==> src/rtl/lcd_port_arbiter.sv <==
// Round-robin two-requester byte sequencer driving a 4-bit character LCD.
// Define LCD_ARB_INIT_EN to send the power-on init table before any requester is served.
module lcd_port_arbiter #(
   parameter int unsigned SETUP_CYC = 2,
   parameter int unsigned E_CYC     = 12,
   parameter int unsigned NIB_GAP   = 50,
   parameter int unsigned CMD_WAIT  = 2000,
   parameter int unsigned CLR_WAIT  = 82000,
   parameter int unsigned PWR_WAIT  = 750000
) (
   input  logic       clk,
   input  logic       rst_n,
   input  logic       a_valid,
   input  logic       a_rs,
   input  logic [7:0] a_data,
   output logic       a_ready,
   input  logic       b_valid,
   input  logic       b_rs,
   input  logic [7:0] b_data,
   output logic       b_ready,
   output logic       busy,
   output logic       sf_e,
   output logic       e,
   output logic       rs,
   output logic       rw,
   output logic [3:0] d
);

   typedef enum logic [3:0] {
      S_PWR, S_INIT, S_IDLE, S_SET_H, S_EN_H, S_GAP, S_SET_L, S_EN_L, S_WAIT
   } state_t;

   state_t      state_q, state_d;
   logic [19:0] cnt_q, cnt_d;
   logic [7:0]  byte_q, byte_d;
   logic        brs_q, brs_d;
   logic        long_q, long_d;
   logic        nib_q, nib_d;
   logic        ptr_q, ptr_d;
   logic        e_q, e_d;
   logic        rs_q, rs_d;
   logic [3:0]  d_q, d_d;
   logic        a_grant, b_grant;

   function automatic logic is_clr(input logic r, input logic [7:0] b);
      return !r && (b == 8'h01 || b == 8'h02);
   endfunction

   // Counter value loaded on entry so that each timed state lasts exactly its parameter.
   function automatic logic [19:0] load_for(input state_t s, input logic lng);
      case (s)
         S_SET_H, S_SET_L: load_for = 20'(SETUP_CYC - 1);
         S_EN_H, S_EN_L:   load_for = 20'(E_CYC - 1);
         S_GAP:            load_for = 20'(NIB_GAP - 1);
         S_WAIT:           load_for = lng ? 20'(CLR_WAIT - 1) : 20'(CMD_WAIT - 1);
         default:          load_for = '0;
      endcase
   endfunction

`ifdef LCD_ARB_INIT_EN
   logic [3:0] idx_q, idx_d;
   logic [8:0] ent;

   // Entry format {nibble_only, byte}; nibble-only entries carry their nibble in bits 7:4.
   always_comb begin
      case (idx_q[2:0])
         3'd0, 3'd1, 3'd2: ent = 9'h130;
         3'd3:             ent = 9'h120;
         3'd4:             ent = 9'h028;
         3'd5:             ent = 9'h006;
         3'd6:             ent = 9'h00C;
         default:          ent = 9'h001;
      endcase
   end
`endif

   assign a_ready = (state_q == S_IDLE) && (!ptr_q || !b_valid);
   assign b_ready = (state_q == S_IDLE) && (ptr_q || !a_valid);
   assign a_grant = a_valid && a_ready;
   assign b_grant = b_valid && b_ready && !a_grant;

   always_comb begin
      state_d = state_q;
      cnt_d   = (cnt_q != '0) ? cnt_q - 20'd1 : cnt_q;
      byte_d  = byte_q;
      brs_d   = brs_q;
      long_d  = long_q;
      nib_d   = nib_q;
      ptr_d   = ptr_q;
`ifdef LCD_ARB_INIT_EN
      idx_d   = idx_q;
`endif
      case (state_q)
         S_PWR: if (cnt_q == '0) begin
`ifdef LCD_ARB_INIT_EN
            state_d = S_INIT;
`else
            state_d = S_IDLE;
`endif
         end
`ifdef LCD_ARB_INIT_EN
         S_INIT: begin
            byte_d  = ent[7:0];
            brs_d   = 1'b0;
            nib_d   = ent[8];
            long_d  = ent[8] || is_clr(1'b0, ent[7:0]);
            idx_d   = idx_q + 4'd1;
            state_d = S_SET_H;
         end
`endif
         S_IDLE: begin
            if (a_grant) begin
               byte_d  = a_data;
               brs_d   = a_rs;
               ptr_d   = 1'b1;
               state_d = S_SET_H;
            end else if (b_grant) begin
               byte_d  = b_data;
               brs_d   = b_rs;
               ptr_d   = 1'b0;
               state_d = S_SET_H;
            end
            nib_d  = 1'b0;
            long_d = is_clr(brs_d, byte_d);
         end
         S_SET_H: if (cnt_q == '0) state_d = S_EN_H;
         S_EN_H:  if (cnt_q == '0) state_d = nib_q ? S_WAIT : S_GAP;
         S_GAP:   if (cnt_q == '0) state_d = S_SET_L;
         S_SET_L: if (cnt_q == '0) state_d = S_EN_L;
         S_EN_L:  if (cnt_q == '0) state_d = S_WAIT;
         S_WAIT: if (cnt_q == '0) begin
`ifdef LCD_ARB_INIT_EN
            state_d = (idx_q != 4'd8) ? S_INIT : S_IDLE;
`else
            state_d = S_IDLE;
`endif
         end
         default: state_d = S_IDLE;
      endcase

      if (state_d != state_q) cnt_d = load_for(state_d, long_d);

      // Pins are registered from the next state so d leads e by the full setup time.
      e_d  = (state_d == S_EN_H) || (state_d == S_EN_L);
      rs_d = rs_q;
      d_d  = d_q;
      if (state_d == S_SET_H) begin
         rs_d = brs_d;
         d_d  = byte_d[7:4];
      end else if (state_d == S_SET_L) begin
         d_d  = byte_d[3:0];
      end
   end

   always_ff @(posedge clk or negedge rst_n) begin
      if (!rst_n) begin
         state_q <= S_PWR;
         cnt_q   <= 20'(PWR_WAIT);
         byte_q  <= '0;
         brs_q   <= 1'b0;
         long_q  <= 1'b0;
         nib_q   <= 1'b0;
         ptr_q   <= 1'b0;
         e_q     <= 1'b0;
         rs_q    <= 1'b0;
         d_q     <= '0;
      end else begin
         state_q <= state_d;
         cnt_q   <= cnt_d;
         byte_q  <= byte_d;
         brs_q   <= brs_d;
         long_q  <= long_d;
         nib_q   <= nib_d;
         ptr_q   <= ptr_d;
         e_q     <= e_d;
         rs_q    <= rs_d;
         d_q     <= d_d;
      end
   end

`ifdef LCD_ARB_INIT_EN
   always_ff @(posedge clk or negedge rst_n) begin
      if (!rst_n) idx_q <= '0;
      else        idx_q <= idx_d;
   end
`endif

   assign e    = e_q;
   assign rs   = rs_q;
   assign d    = d_q;
   assign rw   = 1'b0;
   assign sf_e = 1'b1;
   assign busy = (state_q != S_IDLE);

endmodule

==> config.mk <==
export PLATFORM = sky130hd
export DESIGN_NAME = lcd_port_arbiter
export DESIGN_NICKNAME = d
export VERILOG_FILES = /design/src/rtl/lcd_port_arbiter.sv
export SDC_FILE = /design/constraint.sdc
export NUM_CORES = 1
export LEC_CHECK = 0
export CORE_UTILIZATION = 55
export CTS_BUF_LIST = sky130_fd_sc_hd__clkbuf_2
export DETAILED_ROUTE_END_ITERATION = 10
export DONT_BUFFER_PORTS = 1
export PLACE_DENSITY_LB_ADDON = 0.3
export SYNTH_ARGS = -nofsm -noshare
export SYNTH_HDL_FRONTEND = slang
export SYNTH_SLANG_ARGS = --single-unit
==> constraint.sdc <==
create_clock -name clk -period 3.4 [get_ports clk]
set_input_delay 0.68 -clock clk [delete_from_list [all_inputs] [get_ports clk]]
set_output_delay 0.68 -clock clk [all_outputs]
set_load 0.1 [all_outputs]
== After elaboration in Yosys (flattened, before gate mapping) ==
Cells that the tools add are included.
Widths: inputs -> output; s select.

* Add/sub/neg operators: 1
* Equal/unequal tests: 17
* Multiplexer cells: 26
* Reductions and logical operators: 25

{| class="wikitable"
|+ Operator list
! kind !! count
|-
| $pmux 17 s4 || 1
|-
| $mux 20 || 2
|-
| $mux 4 || 10
|-
| $eq 4x3->1 const B || 8
|-
| $mux 8 || 4
|-
| $pmux 4 s7 || 1
|-
| $logic_not 20->1 || 1
|-
| $reduce_bool 20->1 || 1
|-
| $sub 20x1->20 const B || 1
|-
| $mux 17 || 1
|-
| $eq 4x2->1 const B || 3
|-
| $eq 4x4->1 const B || 2
|-
| $eq 8x1->1 const B || 1
|-
| $eq 8x2->1 const B || 1
|-
| $mux 1 || 7
|-
| $logic_and 1x1->1 || 6
|-
| $reduce_bool 2->1 || 3
|-
| $reduce_or 2->1 || 3
|-
| $logic_not 1->1 || 5
|-
| $logic_not 4->1 || 1
|-
| $logic_or 1x1->1 || 4
|-
| $ne 4x2->1 const B || 1
|-
| $ne 4x4->1 || 1
|-
| $reduce_and 2->1 || 1
|}

* Register bits after elaboration: 41
* Bits of input ports: 22
* Output and inout port bits: 11

== Depth between registers and ports, before layout ==
* Word-level depth: 16
* Gate-level depth with buffers: 10

== Worst setup path after synthesis ==
Ideal clock, no wire load.

* Kind: reg2out
* Start point: register state_q[0]
* End point: output port a_ready
* Arrival time: 2.594 ns
* Required time: 2.720 ns
* Path slack: 0.126 ns
* Stages on the path, launching flop included: 5
* Path buffers: 1
* Path through: dfrtp_1 > nor4b_4 > inv_2 > buf_6 > a21oi_1

* Word-level cells in the longest chain between the ends: 2

{| class="wikitable"
|+ RTL lines
! what !! line !! RTL
|-
| start, declared || 33 || <nowiki>state_t state_q, state_d;</nowiki>
|-
| start signal, assigned || 168 || <nowiki>state_q <= state_d;</nowiki>
|-
| $eq 4x2->1 || 77 || <nowiki>assign a_ready = (state_q == S_IDLE) && (!ptr_q || !b_valid);</nowiki>
|-
| $logic_and 1x1->1 || 77 ||
|-
| end, declared || 16 || <nowiki>output logic a_ready,</nowiki>
|}

Every way passes these cells.

== Final worst setup path ==
* Start point: register cnt_q[0]
* End point: register e_q, in the netlist e

* Word-level cells in the longest chain between the ends: 5
* Elaborated cells between the ends (all ways): 11

{| class="wikitable"
|+ RTL lines
! what !! line !! RTL
|-
| start, declared || 34 || <nowiki>logic [19:0] cnt_q, cnt_d;</nowiki>
|-
| start signal, assigned || 158 || <nowiki>cnt_q <= 20'(PWR_WAIT);</nowiki>
|-
| start signal, assigned || 169 || <nowiki>cnt_q <= cnt_d;</nowiki>
|-
| $logic_not 20->1 (*) || - ||
|-
| $mux 4 (tied with other cells) || 94, 131 ||
|-
| $pmux 4 s7 (*) || 93 || <nowiki>case (state_q)</nowiki>
|-
| $eq 4x3->1 || 144 || <nowiki>e_d = (state_d == S_EN_H) || (state_d == S_EN_L);</nowiki>
|-
| $logic_or 1x1->1 (*) || 144 ||
|-
| named net e_d || 40 || <nowiki>logic e_q, e_d;</nowiki>
|-
| end signal, assigned || 164 || <nowiki>e_q <= 1'b0;</nowiki>
|-
| end signal, assigned || 175 || <nowiki>e_q <= e_d;</nowiki>
|-
| end, declared || 40 ||
|}

Mark *: on every way through the listed nets, which the timed path passes. The rest lies on a longest branch.
A chain may end at the register's enable or synchronous reset.

==> out/qor.yml <==
status: "finished, final reports clean"
final_cell_mix: "nor2_1, dfrtp_1, a21oi_1"
yosysTopAreaCell: "dfrtp_1"
synth_edf_count: 0
worstPathRequired_ps: 3690
hold_violations: 0
synth_seq_cells: 41
nNetsFinal: 304
cp-startpoint: "cnt_q[0]"
worst_pin_slew_ps: 910.5
drc: 0
antennaDiodeCount: 0
total_power_mw: 0.7441
yosysSeqAreaShare_pct: 42.46
grt_first_pass_wirelength_mm: 9.080
grt_use_met1_pct: 35.66
avgViaCountPerCell: 6.250
numCtsBuffers: 5
setup_viol: 0
cts.clk_slew.worst_paths_ps: 210
pin_count: 33
ys_warn_count: 0
clockBufferDepth: 2
crit_type: "reg2reg"
fin_crit_ps: 3062
reg2reg_to: "e"
cts.htree.levels: 2
grt_setup_unrepaired: "no"
mostFrequentLayoutCell: "nor2_1"
initial_core_util_pct: 59.03
fin_setup_tns_ps: 0
grtUsageMet3_pct: 6.908
grt-busiest-layer: "met2"
synth_top_area_share_pct: 31.71
syn_area_um2: 2446
clkLatencyLatePin_ps: 400
hp-class: "in2async"
combPwrFrac_pct: 5.3
start_kind: "flip-flop"
critPathMaxFanout: 5
syn_nets: 301
grt_max_degree: 32
max-slew-margin-rel_pct: 39.30
post_cts_resized: 0
p_int_mw: 0.5536
hold_slack_ps: 61.67
power.switching_mw: 0.1904
gp_congestion: 0.9086
io_buffers: 0
p_leak_nw: 1.014
fmax_mhz: 326.6
antenna_found_initial: 0
area_growth_syn_to_layout_pct: 5.320
grt_pass1_vias: 1970
gr-total-overflow: 0
wl_per_cell_um: 16.53
p_sw_share_pct: 25.59
ys_types: 52
pwr-share-seq_pct: 67.4
slew_violations: 0
syn-instance-count: 278
ys_top_cells_by_area: "dfrtp_1, dfstp_2, nor2_1"
grt_usage_pct: 26.27
die-area_um2: 4718
die_w_um: 68.69
ys.flop_type: "dfrtp_1"
async_flop_share_pct: 100.0
p_clk_share_pct: 27.3
powerDensity_nw_per_um2: 288.8
gr-usage-met2_pct: 40.56
cts.sinks: 41
rows: 23
vias: 2075
cts_tree: "built"
r2r_cells: 9
clockRootBuffer: "clkbuf_2"
cap_violations: 0
r2r-start: "cnt_q[0]"
drive_above_1_share_pct: 14.89
finalNonFillerCells: 332
finalCritPeriodShare_pct: 90.05
first_pass_iters: 5
rrSetupSlack_ps: 340
worst_setup_path_end_kind: "flip-flop"
syn_area_per_cell_um2: 8.799
ir_worst_vdd_mv: 0.2459
fin_skew_ps: 25.56
crit_arrival_ps: 3350
fp.coreArea_um2: 4144
die_y_um: 68.69
drt-initial-drc-count: 134
wirelength_mm: 5.488
ant_nets: 0
place_inst: 323
hpwl_mm: 4.000
[logic make-up (layout without fill, tap and decap cells)]
kind of cell,after synthesis,in the layout,synth area share (%)
simple gates,110,110,24.96
compound gates,74,74,18.87
flops,41,41,42.45
buf+inv,30,34,5.319
xor+xnor,14,14,5.013
mux,6,6,2.558
other cells,2,2,0.3070
fa+ha+maj,1,1,0.5114
[routing by layer]
layer / vias up / part of all wire, % / wire [µm]
met2: 53 / 46 / 2528
met4: 0 / 1.5 / 85
li1: 1017 / - / -
met5: - / 0 / 0
met1: 996 / 47 / 2590
met3: 9 / 5.2 / 284
[sequential cells by signal, summed over array words and instances, names as in the netlist]
signal / cells
cnt_q: 20
byte_q: 8
d: 4
state_q: 4
brs_q: 1
e: 1
long_q: 1
ptr_q: 1
rs: 1
[worst max-delay path by stage]
stage / endpoint / cells past startpoint / slack (ps)
2_1_floorplan: a_ready / 4 / 130
6_report: e / 9 / 340
5_1_grt: d[0] / 10 / 90
3_5_place_dp: e / 9 / 410
4_1_cts: e / 9 / 370
3_3_place_gp: e / 9 / 540
[Yosys cell counts, drive strengths merged, types with 5 or more instances]
cell / n
nor3: 11
nor4: 9
a31oi: 7
clkbuf: 10
xnor2: 7
buf: 5
o22ai: 8
or4: 5
a21oi: 22
nand2: 12
dfstp: 10
dfrtp: 31
inv: 15
xor2: 7
or3: 7
nand2b: 7
nor2: 36
o21ai: 17
[critical path, stage by stage, from the launching register on]
cell and delay [ps]:
dfrtp_1 440, inv_1 80, ha_1 180, nor3b_1 550, nand2_1 260, or4_1 590, a21oi_1 190, o221ai_1 220
nor2b_1 190, mux2_2 270
[area by class of cell]
cell class,count,area (µm²)
timing repair buffer,11,95.09
fill,357,1568
sequential,41,1039
multi-input combinational,207,1284
clock buffer,6,30.03
clock inverter,2,10.01
inverter,15,56.30
tap,50,62.56
[through the flow]
stage                     utilization, %  worst slack, ps  cell area, µm²
after floorplan                        -            126.2            2446
after global placement             60.72            535.3            2516
after detailed placement           60.72            408.8            2516
after CTS                          62.17            368.1            2576
after global routing               62.17            87.67            2576
final                              62.17            338.5            2576
[power groups by stage]
stage	combinational (mW)	sequential, mW	clock, mW
after floorplan	0.0314	0.509	0
after global placement	0.0296	0.510	0
after detailed placement	0.0300	0.510	0
after CTS	0.0403	0.502	0.213
after global routing	0.0445	0.502	0.226
final	0.0396	0.502	0.203
[repair_timing]
item                      4_1_cts  5_1_grt
buffers inserted                0        0
hold buffers                    1        0
hold endpoints to repair       31        0
Note: power is estimated with default switching activity, not from simulation.
